`config.mk`:
```
export PLATFORM = sky130hd
export DESIGN_NAME = program_loader
export DESIGN_NICKNAME = d
export VERILOG_FILES = /design/src/rtl/loader_pkg.sv /design/src/rtl/program_loader.sv
export SDC_FILE = /design/constraint.sdc
export NUM_CORES = 1
export LEC_CHECK = 0
export ABC_AREA = 1
export CAP_MARGIN = 20
export CORE_UTILIZATION = 35
export CTS_BUF_LIST = sky130_fd_sc_hd__clkbuf_8
export DETAILED_ROUTE_END_ITERATION = 10
export PLACE_DENSITY_LB_ADDON = 0.08
export SLEW_MARGIN = 20
export SYNTH_ARGS = -nofsm -noshare
export SYNTH_HDL_FRONTEND = slang
export SYNTH_SLANG_ARGS = --single-unit
```
`constraint.sdc`:
```
create_clock -name clk -period 1.3 [get_ports clk]
set_input_delay 0.26 -clock clk [delete_from_list [all_inputs] [get_ports clk]]
set_output_delay 0.26 -clock clk [all_outputs]
set_load 0.1 [all_outputs]
```
`src/rtl/loader_pkg.sv`:
```
// Shared types and constants for the program loader: FSM states, widths, opcode field.
package loader_pkg;

    localparam int unsigned INSTR_W = 20;
    localparam int unsigned ADDR_W  = 4;
    localparam int unsigned DEPTH   = 16;
    localparam int unsigned BYTE_W  = 8;
    localparam int unsigned CNT_W   = ADDR_W + 1;
    localparam int unsigned OPC_MSB = 19;
    localparam int unsigned OPC_LSB = 16;

    typedef enum logic [2:0] {
        HDR   = 3'd0,
        B0    = 3'd1,
        B1    = 3'd2,
        B2    = 3'd3,
        WRITE = 3'd4,
        RUN   = 3'd5,
        ERR   = 3'd6
    } state_e;

endpackage

```
`src/rtl/program_loader.sv`:
```
// Receives a header + 3-byte-per-instruction stream, writes packed instructions
// into instruction memory, then raises op to start execution.
module program_loader
    import loader_pkg::*;
(
    input  logic                clk,
    input  logic                reset,
    input  logic [BYTE_W-1:0]   rx_data,
    input  logic                rx_valid,
    output logic                rx_ready,
    input  logic                abort,
    output logic [INSTR_W-1:0]  in_data,
    output logic                write_memory,
    output logic [ADDR_W-1:0]   user_address,
    output logic                op,
    output logic                loading,
    output logic                error
);

    state_e               state_q, state_d;
    logic [CNT_W-1:0]     cnt_q, cnt_d;
    logic [INSTR_W-1:0]   data_q, data_d;
    logic [ADDR_W-1:0]    addr_q, addr_d;
    logic                 wm_q, wm_d;
    logic                 op_q, op_d;
    logic                 rdy_q, rdy_d;
    logic                 load_q, load_d;
    logic                 err_q, err_d;
    logic                 accept;

    assign accept = rx_valid && rdy_q;

    // Next state, byte packing and address counting; output flags derive from next state.
    always_comb begin
        state_d = state_q;
        cnt_d   = cnt_q;
        data_d  = data_q;
        addr_d  = addr_q;

        if (abort) begin
            state_d = HDR;
            cnt_d   = '0;
            addr_d  = '0;
        end else begin
            case (state_q)
                HDR: if (accept) begin
                    if (rx_data == '0 || rx_data > BYTE_W'(DEPTH)) begin
                        state_d = ERR;
                    end else begin
                        cnt_d   = CNT_W'(rx_data);
                        addr_d  = '0;
                        state_d = B0;
                    end
                end
                B0: if (accept) begin
                    data_d[7:0] = rx_data;
                    state_d     = B1;
                end
                B1: if (accept) begin
                    data_d[15:8] = rx_data;
                    state_d      = B2;
                end
                B2: if (accept) begin
                    if (rx_data[7:4] != 4'd0) begin
                        state_d = ERR;
                    end else begin
                        data_d[OPC_MSB:OPC_LSB] = rx_data[3:0];
                        state_d                 = WRITE;
                    end
                end
                WRITE: begin
                    if (CNT_W'(addr_q) == cnt_q - CNT_W'(1)) begin
                        state_d = RUN;
                    end else begin
                        addr_d  = addr_q + ADDR_W'(1);
                        state_d = B0;
                    end
                end
                RUN:     state_d = RUN;
                ERR:     state_d = ERR;
                default: state_d = HDR;
            endcase
        end

        wm_d   = (state_d == WRITE);
        op_d   = (state_d == RUN);
        err_d  = (state_d == ERR);
        rdy_d  = (state_d == HDR) || (state_d == B0) || (state_d == B1) || (state_d == B2);
        load_d = (state_d == B0) || (state_d == B1) || (state_d == B2) || (state_d == WRITE);
    end

    always_ff @(posedge clk or negedge reset) begin
        if (!reset) begin
            state_q <= HDR;
            cnt_q   <= '0;
            data_q  <= '0;
            addr_q  <= '0;
            wm_q    <= 1'b0;
            op_q    <= 1'b0;
            rdy_q   <= 1'b1;
            load_q  <= 1'b0;
            err_q   <= 1'b0;
        end else begin
            state_q <= state_d;
            cnt_q   <= cnt_d;
            data_q  <= data_d;
            addr_q  <= addr_d;
            wm_q    <= wm_d;
            op_q    <= op_d;
            rdy_q   <= rdy_d;
            load_q  <= load_d;
            err_q   <= err_d;
        end
    end

    assign rx_ready     = rdy_q;
    assign in_data      = data_q;
    assign write_memory = wm_q;
    assign user_address = addr_q;
    assign op           = op_q;
    assign loading      = load_q;
    assign error        = err_q;

endmodule

```
[Yosys cells after proc, flatten, opt, wreduce, memory -nomap -nowiden]
Index checks and enable logic that the tools add are counted.
Storage, ports and cells
  input bits: 12
  register bits: 37
  output and inout port bits: 29
Operators by class
  order comparisons: 1
  muxes and demuxes: 18
  reduce and logical (&&, ||, !) cells: 20
  equality and inequality tests: 17
  bitwise gates (word level): 2
  $add $sub $neg: 2
Operators by type and width (count)
  2-to-1 mux 3 bit: 7
  case mux 3 bit (7 select lines): 1
  2-to-1 mux 5 bit: 4
  equality test 3 bit, second input constant: 6
  2-to-1 mux 4 bit: 4
  equality test 3 x 2 -> 1 bit, second input constant: 4
  inequality test 3 bit, second input constant: 3
  AND reduction 3 bit: 3
  greater-than comparator 8 x 5 -> 1 bit, second input constant: 1
  zero test 8 bit: 1
  case mux 4 bit (2 select lines): 1
  AND reduction 4 bit: 2
  logical OR 1 bit: 7
  equality test 3 x 1 -> 1 bit, second input constant: 2
  zero test 3 bit: 2
  equality test 4 x 5 -> 1 bit: 1
  subtractor 5 x 1 -> 5 bit, second input constant: 1
  adder 4 x 1 -> 4 bit, second input constant: 1
  nonzero test 2 bit: 2
  nonzero test 4 bit: 1
  nonzero test 3 bit: 1
  2-to-1 mux 2 bit: 1
  inequality test 2 bit, second input constant: 1
  inverter 1 bit: 2
  logical AND 1 bit: 1

[Depth between registers and ports, before layout]
Gate-level depths: netlist of the first run.
  word-level depth: 10
  gate-level depth with buffers: 13
  mapped depth without buffers: 13

[Worst setup path before layout of the first run]
No wires, ideal clock.
  path type: reg-to-reg
  start point: register rdy_q, in the netlist rx_ready
  end point: register data_q[16], in the netlist in_data[16]
  data arrival time: 1799 ps
  setup slack: -622 ps
  required time: 1178 ps
  library setup time: 122 ps
  buffers on the path: 1
  cell stages (with the launch flop): 8
  period minus slack after synthesis: 1922 ps
  path through: dfstp_2 > nand2_2 > inv_1 > nand2_1 > or3_1 > buf_6 > nand2_1 > o21ai_2
On the way
  longest elaborated chain between the ends: 2
Ends and longest elaborated chain
  from (decl): line program_loader.sv:26  | logic rdy_q, rdy_d;
  from (signal assigned): line program_loader.sv:110  | rdy_q <= rdy_d;
  logical AND 1 bit: line program_loader.sv:31  | assign accept = rx_valid && rdy_q;
  AND reduction 4 bit (no line)
  to (signal assigned): line program_loader.sv:106  | data_q <= data_d;
  to (decl): line program_loader.sv:22  | logic [INSTR_W-1:0] data_q, data_d;
No other way between the ends.
A chain may end at the register's enable or synchronous reset.

[Worst setup path after layout of the first run]
  start point: register rdy_q, in the netlist rx_ready
  end point: register data_q[9], in the netlist in_data[9]
On the way
  longest elaborated chain between the ends: 2
Ends and longest elaborated chain (line)
  logical AND 1 bit: program_loader.sv:31
  AND reduction 3 bit (no line)
No other way between the ends.

==> results.yml, run 1 <==
status:
  status: "complete, but fails checks"
  violations: "setup timing"
layout:
  final_cell_mix: "nand2_1 (40), dfrtp_1 (32), buf_12 (31), nand2_2 (25), buf_4 (23)"
  fin_area_um2: 3450
  synthToLayoutAreaGrowth_pct: 85.1
  drive_above_1_share_pct: 50.5
  nNetsFinal: 332
  antennaDiodeCount: 0
  final_common_cell: "nand2_1"
timing:
  setup_viol: 41
  fin_crit_sh_pct: 119
  hold_viol_final: 0
  whs_ns: 0.379
  rsz0062_at_grt: "yes"
  worstMarginPinSlew_ns: 0.307
  clock.fmax_mhz: 645
  fin_ws_ns: -0.250
  finalMaxSlewViolations: 0
  relSlewSlack_pct: 79.5
  clock_skew_ns: 0.0108
  final.min_clock_period_ns: 1.55
cts:
  insertion_delay_ns: 0.30
  cts_tree: "built"
  cts.sinks: 37
  cts.reportedPaths.clkPinSlew_ns: 0.08
  htreeDepth: 2
  numCtsBuffers: 5
  cts_buffer_depth: 2
  root_buffer: "clkbuf_8"
global_routing:
  grt_max_degree: 27
  grt_util_all_layers_pct: 18.3
  antenna_found_initial: 0
  grt_pass1_wl_um: 7580
  gr-total-overflow: 0
  grt_pass1_vias: 1679
pwr:
  ir_drop_uv: 1270
  p_per_area_nw_per_um2: 2290
  leakage_nw: 1.65
setup_path:
  critPathMaxStageDelay_ns: 0.65
  crit_slowest_cell: "dfstp_4"
  cp_cell_sequence: "nand2_8 -> buf_6 -> buf_6 -> nor2_4 -> buf_12 -> nand2_8 -> nand2_4 -> o21ai_2"
  critPathBufInv: 3
  rr_worst_depth: 8
  path_class: "register to register"
  required_ns: 1.49
  end_kind: "register"
  crit_arrival_ns: 1.74
  worstReg2RegEnd: "in_data[9]"
  cp.depth: 8
  cp-start-kind: "register"
  critical_path.max_fanout: 8
  rrSetupSlack_ns: -0.25
  critPathTopFamily: "flip-flops"
  r2r-start: "rx_ready"
synth:
  synth_largest_area_cell: "dfrtp_1"
  synth_area_per_cell_um2: 7.97
  synth_nets: 248
  yosys.area_share.xor_xnor_pct: 2.35
  yosysWarnings: 0
  yosys.area_share.adder_pct: 1.34
  ys_types: 24
  ys_seq_area_share_pct: 49.7
  synth_top_family_by_area: "simple AND/OR/NAND/NOR gates"
  synthCells: 234
  synth_compound_area_share_pct: 9.66
  muxShareOfSynthArea_pct: 0
  synthesis.area_um2: 1870
  synth_simple_gate_area_share_pct: 29.1
  synth.top_cell.area_share_pct: 48.3
  synth_area_leaders: "dfrtp_1 (48%), nand2_1 (15%), inv_1 (5.4%), o21ai_0 (5.4%), nand3_1 (4.8%)"
  ys_seq_elements: 37
route:
  drc: 0
  wl_per_cell_um: 12.6
  drtPass1Iterations: 4
  ant_nets: 0
  vias: 1801
  viasPerCell: 4.63
  wl_um: 4890
  drt-initial-drc-count: 76
flow_run:
  drv_cap: 0
die:
  coreArea_um2: 5110
  die_area_um2: 5630
  die-width_um: 75.0
  start_util_pct: 36.5
  ios: 41
  dieHeight_um: 75.0
  rows: 26
placement:
  placed_area_um2: 2900
  hpwlAfterDp_um: 3300
  port_buffers: 40
  gp_congestion: 0.817
worst_hold_path:
  hold_path_class: "primary input to asynchronous set/reset pin"
## Yosys cell counts
| library cell | instances |
|---|---|
| nor2_4 | 2 |
| or3_1 | 1 |
| buf_2 | 3 |
| xnor2_1 | 2 |
| xor2_1 | 3 |
| ha_1 | 2 |
| o21ai_2 | 4 |
| o22ai_1 | 4 |
| dfrtp_1 | 36 |
| nand3_2 | 1 |
| o21ai_0 | 20 |
| nand2_2 | 4 |
| nand2_1 | 73 |
| a21oi_1 | 4 |
| inv_1 | 27 |
| nand3_1 | 18 |
| nor3_2 | 1 |
| buf_6 | 2 |
| dfstp_2 | 1 |
| inv_2 | 2 |
| nor2_1 | 16 |
| nor2_2 | 2 |
| nand4_1 | 2 |
| nor3_1 | 4 |
## how the worst max path moves through the flow
stage | endpoint | from | slack (ns)
after CTS | user_address[2] | cnt_q[0] | -0.24
after floorplan | in_data[16] | rx_ready | -0.42
final | in_data[9] | rx_ready | -0.25
after global placement | cnt_q[4] | rx_data[5] | -0.54
after detailed placement | cnt_q[4] | rx_data[5] | -0.54
after global routing | loading | cnt_q[0] | -0.34
## flip-flops by register name, indices dropped and copies added, names as in the netlist
| name | count |
|---|---|
| in_data | 20 |
| cnt_q | 5 |
| user_address | 4 |
| state_q | 3 |
| error | 1 |
| loading | 1 |
| op | 1 |
| rx_ready | 1 |
| write_memory | 1 |
## timing repair
action	in CTS	in global routing
pin swaps	22	15
resized for setup	56	53
setup buffers	3	6
hold endpoints to repair	10	0
hold buffers	1	0
setup endpoints to repair	42	42
cloned	2	0
## where the power goes
| group | switching [mW] | total, mW | leakage (nW) | internal [mW] |
|---|---|---|---|---|
| combinational | 3.06 | 4.83 | 1.10 | 1.77 |
| clock | 0.431 | 1.19 | 0.0681 | 0.762 |
| sequential | 0.406 | 1.88 | 0.482 | 1.47 |
## stage by stage
stage	instances	worst slack (ns)	total power [mW]	setup TNS, ns	utilization [%]
floorplan	234	-0.418	4.44	-8.35	-
global placement	369	-0.539	6.13	-16.85	56.8
detailed placement	369	-0.536	6.16	-17.07	56.8
CTS	383	-0.242	7.52	-6.56	62.9
global route	389	-0.341	8.20	-10.40	67.6
finish	389	-0.250	7.91	-7.83	67.6
## cell families (layout without fill, tap and decap cells)
logic type	Yosys count	in the layout
buf+inv	34	117
xor+xnor	5	5
simple gates	124	126
flops	37	37
compound gates	32	32
fa+ha+maj	2	2
## metal layers
metal | track usage (%) | up-vias | routed length, um
met2 | 32.2 | 37 | 2470
li1 | - | 913 | -
met1 | 22.0 | 839 | 2120
met3 | 3.88 | 12 | 185
met4 | 6.92 | 0 | 109
met5 | 0 | - | 0
## cell type report
type | instances | area, um^2
clock buffers | 5 | 68.8
repair buffers | 80 | 1060
inverters | 29 | 114
multi-input cells | 165 | 1110
fillers | 407 | 1650
flip-flops and latches | 37 | 943
clock inverters | 3 | 65.1
well taps | 70 | 87.6
No activity file was read; power rests on OpenSTA's default activity.
==> run 2, diff against run 1 <==
--- a/config.mk
+++ b/config.mk
@@ -7,10 +7,11 @@
 export LEC_CHECK = 0
 export ABC_AREA = 1
 export CAP_MARGIN = 20
-export CORE_UTILIZATION = 35
+export CORE_UTILIZATION = 43
 export CTS_BUF_LIST = sky130_fd_sc_hd__clkbuf_8
 export DETAILED_ROUTE_END_ITERATION = 10
 export PLACE_DENSITY_LB_ADDON = 0.08
+export SKIP_LAST_GASP = 1
 export SLEW_MARGIN = 20
 export SYNTH_ARGS = -nofsm -noshare
 export SYNTH_HDL_FRONTEND = slang
==> constraint.sdc (replaced) <==
create_clock -name clk -period 1.45 [get_ports clk]
set_input_delay 0.29 -clock clk [delete_from_list [all_inputs] [get_ports clk]]
set_output_delay 0.29 -clock clk [all_outputs]
set_load 0.1 [all_outputs]
==> results.yml, run 2 (synthesis gave the netlist of run 1 again) <==
timing:
  clock.fmax_mhz: 590
  worstMarginPinSlew_ns: 0.284
  fin_crit_sh_pct: 117
  setup_viol: 37
  rsz0062_at_grt: "yes"
  clock_skew_ns: 0.0125
  final.min_clock_period_ns: 1.70
  whs_ns: 0.389
  fin_ws_ns: -0.245
  relSlewSlack_pct: 81.0
  hold_viol_final: 0
  finalMaxSlewViolations: 0
worst_hold_path:
  hold_path_class: "primary input to register"
setup_path:
  rrSetupSlack_ns: -0.25
  critical_path.max_fanout: 3
  crit_arrival_ns: 1.92
  critPathMaxStageDelay_ns: 0.44
  crit_slowest_cell: "dfrtp_1"
  cp_cell_sequence: "buf_4 -> inv_1 -> nor2_1 -> nand2_1 -> inv_1 -> a21oi_1 -> nand2_1 -> nor2_1 -> nand4_1 -> nand2_1"
  rr_worst_depth: 10
  worstReg2RegEnd: "loading"
  cp.depth: 10
  path_class: "register to register"
  critPathBufInv: 3
  critPathTopFamily: "simple AND/OR/NAND/NOR gates"
  critPathCapture: "loading"
  cp-start-kind: "register"
  r2r-start: "state_q[0]"
  startpoint: "state_q[0]"
  required_ns: 1.68
  end_kind: "register"
  crit_top_cell: "nand2_1"
die:
  die-width_um: 67.9
  rows: 23
  die_area_um2: 4610
  coreArea_um2: 4090
  start_util_pct: 45.7
  ios: 41
  dieHeight_um: 67.9
global_routing:
  grt_pass1_wl_um: 7620
  grt_max_degree: 38
  gr-total-overflow: 0
  antenna_found_initial: 0
  grt_util_all_layers_pct: 22.5
  grt_pass1_vias: 1618
status:
  violations: "setup timing"
  status: "complete, but fails checks"
route:
  viasPerCell: 5.05
  wl_per_cell_um: 14.8
  ant_nets: 0
  drc: 0
  wl_um: 5390
  drt-initial-drc-count: 201
  drtPass1Iterations: 4
  vias: 1845
layout:
  largest_reg_flops: 20
  final_cell_mix: "nand2_1 (43), dfrtp_1 (32), buf_12 (32), nand2_2 (26), buf_4 (26)"
  synthToLayoutAreaGrowth_pct: 78.0
  final_common_cell: "nand2_1"
  antennaDiodeCount: 0
  drive_above_1_share_pct: 47.3
  nNetsFinal: 328
placement:
  port_buffers: 40
  hpwlAfterDp_um: 3280
  gp_congestion: 0.842
pwr:
  pwr-share-clk_pct: 13.7
  power.switching_mw: 3.48
  p_comb_share_pct: 62.2
  ir_drop_uv: 2100
  p_sw_share_pct: 50.5
  seq_power_share_pct: 24.1
  p_per_area_nw_per_um2: 2070
  total_power_mw: 6.89
  p_int_mw: 3.41
  leakage_nw: 1.64
cts:
  numCtsBuffers: 5
  cts.reportedPaths.clkPinSlew_ns: 0.07
  cts_tree: "built"
  root_buffer: "clkbuf_8"
  htreeDepth: 2
  cts.sinks: 37
  insertion_delay_ns: 0.30
  cts_buffer_depth: 2
flow_run:
  drv_cap: 0
-- run 2: cell count changes in the layout (fill, tap and decap cells not counted), sizes merged --
cell	previous run	this run
buf	69	65
dlymetal6s2s	0	3
clkdlybuf4s50	9	7
bufinv	2	1
clkbuf	5	6
clkinv	1	0
clkinvlp	0	1
dlygate4sd2	1	0
-- run 2: tightest hold or removal path, delay by kind of cell --
kind | cells | cell delay (ns)
buf+inv | 2 | 0.28
compound gates | 1 | 0.07
-- run 2: how the worst min path moves through the flow --
stage,startpoint,end,depth (start not counted)
2_1_floorplan,reset,cnt_q[0],0
3_3_place_gp,reset,in_data[9],2
4_1_cts,reset,in_data[9],3
6_report,rx_data[7],in_data[15],3
3_5_place_dp,reset,in_data[9],2
5_1_grt,rx_data[7],in_data[15],3
-- run 2: through the flow --
| stage | cells | utilization, % | setup slack (ns) | instance area (um^2) | TNS [ns] |
|---|---|---|---|---|---|
| floorplan | 234 | - | -0.270 | 1920 | -3.19 |
| global placement | 345 | 69.7 | -0.364 | 2850 | -10.72 |
| detailed placement | 345 | 69.7 | -0.394 | 2850 | -11.77 |
| CTS | 358 | 75.5 | -0.0880 | 3080 | -0.930 |
| global route | 365 | 81.3 | -0.354 | 3320 | -6.49 |
| finish | 365 | 81.3 | -0.245 | 3320 | -3.99 |
-- run 2: layout make-up --
cell class | count | area [um^2]
Multi-Input combinational cell | 165 | 1060
Fill cell | 232 | 766
Timing Repair Buffer | 76 | 1030
Tap cell | 50 | 62.6
Clock buffer | 6 | 82.6
Clock inverter | 2 | 37.5
Sequential cell | 37 | 943
Inverter | 29 | 111
-- run 2: power groups by stage --
stage / Sequential, mW / Clock [mW] / Combinational (mW)
after floorplan: 3.35 / 0 / 0.619
after global placement: 1.64 / 0 / 3.85
after detailed placement: 1.65 / 0 / 3.88
after CTS: 1.63 / 0.945 / 4.01
after global routing: 1.69 / 1.01 / 4.44
final: 1.66 / 0.945 / 4.28
-- run 2: per-layer routing --
metal  up-vias  GRT usage [%]  share of wire (%)
li1        912              -                  -
met1       856           31.0                 42
met2        62           34.5                 50
met3        15           5.50                5.5
met4         0           7.81                2.5
met5         -              0                  0
-- run 2: timing repair --
item | 4_1_cts | 5_1_grt
hold buffers | 1 | 0
endpoints found under the hold margin | 36 | 0
gates cloned | 2 | 0
pin swaps | 17 | 17
endpoints found under the setup margin | 37 | 37
resized for setup | 29 | 60
setup buffers | 2 | 7
==> run 3, diff against run 2 <==
--- a/config.mk
+++ b/config.mk
@@ -9,9 +9,9 @@
 export CAP_MARGIN = 20
 export CORE_UTILIZATION = 43
 export CTS_BUF_LIST = sky130_fd_sc_hd__clkbuf_8
+export CTS_CLUSTER_DIAMETER = 40
 export DETAILED_ROUTE_END_ITERATION = 10
 export PLACE_DENSITY_LB_ADDON = 0.08
-export SKIP_LAST_GASP = 1
 export SLEW_MARGIN = 20
 export SYNTH_ARGS = -nofsm -noshare
 export SYNTH_HDL_FRONTEND = slang
==> results.yml, run 3 (synthesis gave the netlist of run 1 again) <==
global_routing:
  grt_pass1_vias: 1618
  antenna_found_initial: 0
  gr-total-overflow: 0
  grt_max_degree: 38
  grt_pass1_wl_um: 7620
  grt_util_all_layers_pct: 22.5
worst_hold_path:
  hold_path.startpoint: "rx_data[7]"
  min_to: "in_data[15]"
  holdPathStages: 3
  hold_path_class: "primary input to register"
timing:
  finalSetupTns_ns: -3.65
  hold_viol_final: 0
  fin_crit_sh_pct: 113
  rsz0062_at_grt: "yes"
  setup_viol: 37
  fin_ws_ns: -0.188
  clock.fmax_mhz: 611
  relSlewSlack_pct: 81.1
  worstMarginPinSlew_ns: 0.283
  clock_skew_ns: 0.0117
  final.min_clock_period_ns: 1.64
  finalMaxSlewViolations: 0
setup_path:
  rr_worst_depth: 8
  cp_cell_sequence: "nand2_8 -> buf_12 -> buf_12 -> nor2_4 -> buf_6 -> nand2_4 -> nand2_1 -> o21ai_0"
  crit_slowest_cell: "dfstp_4"
  critical_path.max_fanout: 8
  path_class: "register to register"
  end_kind: "register"
  required_ns: 1.64
  worstReg2RegEnd: "in_data[1]"
  critPathMaxStageDelay_ns: 0.66
  rrSetupSlack_ns: -0.19
  crit_top_cell: "buf_12"
  crit_arrival_ns: 1.82
  cp-start-kind: "register"
  r2r-start: "rx_ready"
pwr:
  leakage_nw: 1.64
  p_per_area_nw_per_um2: 2070
  ir_drop_uv: 2090
layout:
  drive_above_1_share_pct: 48.3
  antennaDiodeCount: 0
  fin_area_um2: 3330
  synthToLayoutAreaGrowth_pct: 78.4
  final_common_cell: "nand2_1"
  final_cell_mix: "nand2_1 (40), dfrtp_1 (32), buf_12 (32), nand2_2 (29), buf_4 (26)"
  num-fill-cells: 229
  nNetsFinal: 328
  largest_reg_flops: 20
placement:
  hpwlAfterDp_um: 3280
  gp_congestion: 0.842
  port_buffers: 40
  placed_area_um2: 2850
cts:
  numCtsBuffers: 5
  cts_buffer_depth: 2
  cts_tree: "built"
  root_buffer: "clkbuf_8"
  insertion_delay_ns: 0.30
  cts.sinks: 37
  cts.reportedPaths.clkPinSlew_ns: 0.08
  htreeDepth: 2
status:
  status: "complete, but fails checks"
  violations: "setup timing"
route:
  ant_nets: 0
  wl_per_cell_um: 14.5
  wl_um: 5280
  vias: 1846
  drtPass1Iterations: 4
  drc: 0
  viasPerCell: 5.06
  drt-initial-drc-count: 167
die:
  rows: 23
  dieHeight_um: 67.9
  start_util_pct: 45.7
  coreArea_um2: 4090
  die-width_um: 67.9
  die_area_um2: 4610
  ios: 41
flow_run:
  drv_cap: 0
## run 3: cell types whose count changed in the layout (fill, tap and decap cells not counted)
cell     before  now
o21ai_0       5    4
o21ai_1      12   13
nand2_2      26   29
nand2_1      43   40
## run 3: worst max path at each step
stage	to	slack [ns]	from	cells past startpoint
2_1_floorplan	in_data[16]	-0.27	rx_ready	7
3_3_place_gp	in_data[17]	-0.36	rx_valid	7
3_5_place_dp	in_data[16]	-0.39	rx_valid	7
4_1_cts	loading	-0.09	rx_ready	10
5_1_grt	loading	-0.29	state_q[0]	10
6_report	in_data[1]	-0.19	rx_ready	8
## run 3: layout make-up
type	count	area, um^2	share of cell area (%)
well taps	50	62.6	1.88
repair buffers	76	1030	30.8
inverters	29	111	3.35
clock inverters	2	37.5	1.13
flip-flops and latches	37	943	28.3
clock buffers	6	82.6	2.48
multi-input cells	165	1060	32.0
## run 3: metrics by stage
step	instances	power [mW]	utilization, %	setup slack, ns	hold slack, ns
after detailed placement	345	5.53	69.7	-0.394	0.268
after floorplan	234	3.97	-	-0.270	-0.00559
after global routing	365	7.13	81.4	-0.287	0.395
after CTS	358	6.59	75.5	-0.0880	0.494
final	365	6.89	81.4	-0.188	0.385
after global placement	345	5.49	69.7	-0.364	0.271
## run 3: power breakdown
group,leakage [nW],total (mW),switching [mW],internal [mW]
Combinational,1.10,4.28,2.74,1.54
Clock,0.0574,0.946,0.387,0.559
Sequential,0.482,1.67,0.347,1.32
## run 3: critical path: cells and delay by family (launching register included)
kind / cells / cell delay, ns
AO/OA/AOI/OAI: 1 / 0.07
flip-flops: 1 / 0.66
AND/OR/NAND/NOR: 4 / 0.39
buffers and inverters: 3 / 0.41
## run 3: metal layers
metal  part of all wire (%)  vias up  global-route usage, %
met1                     42      863                   31.0
met4                    1.8        0                   7.81
met3                    5.8        9                   5.50
li1                       -      912                      -
met5                      0        -                      0
met2                     51       62                   34.5
## run 3: repair_timing
| action | 4_1_cts | 5_1_grt |
|---|---|---|
| endpoints found under the setup margin | 37 | 37 |
| cloned | 2 | 0 |
| setup buffers | 2 | 7 |
| pin swaps | 17 | 18 |
| hold endpoints to repair | 36 | 0 |
| hold buffers | 1 | 0 |
| gates resized for setup | 29 | 64 |
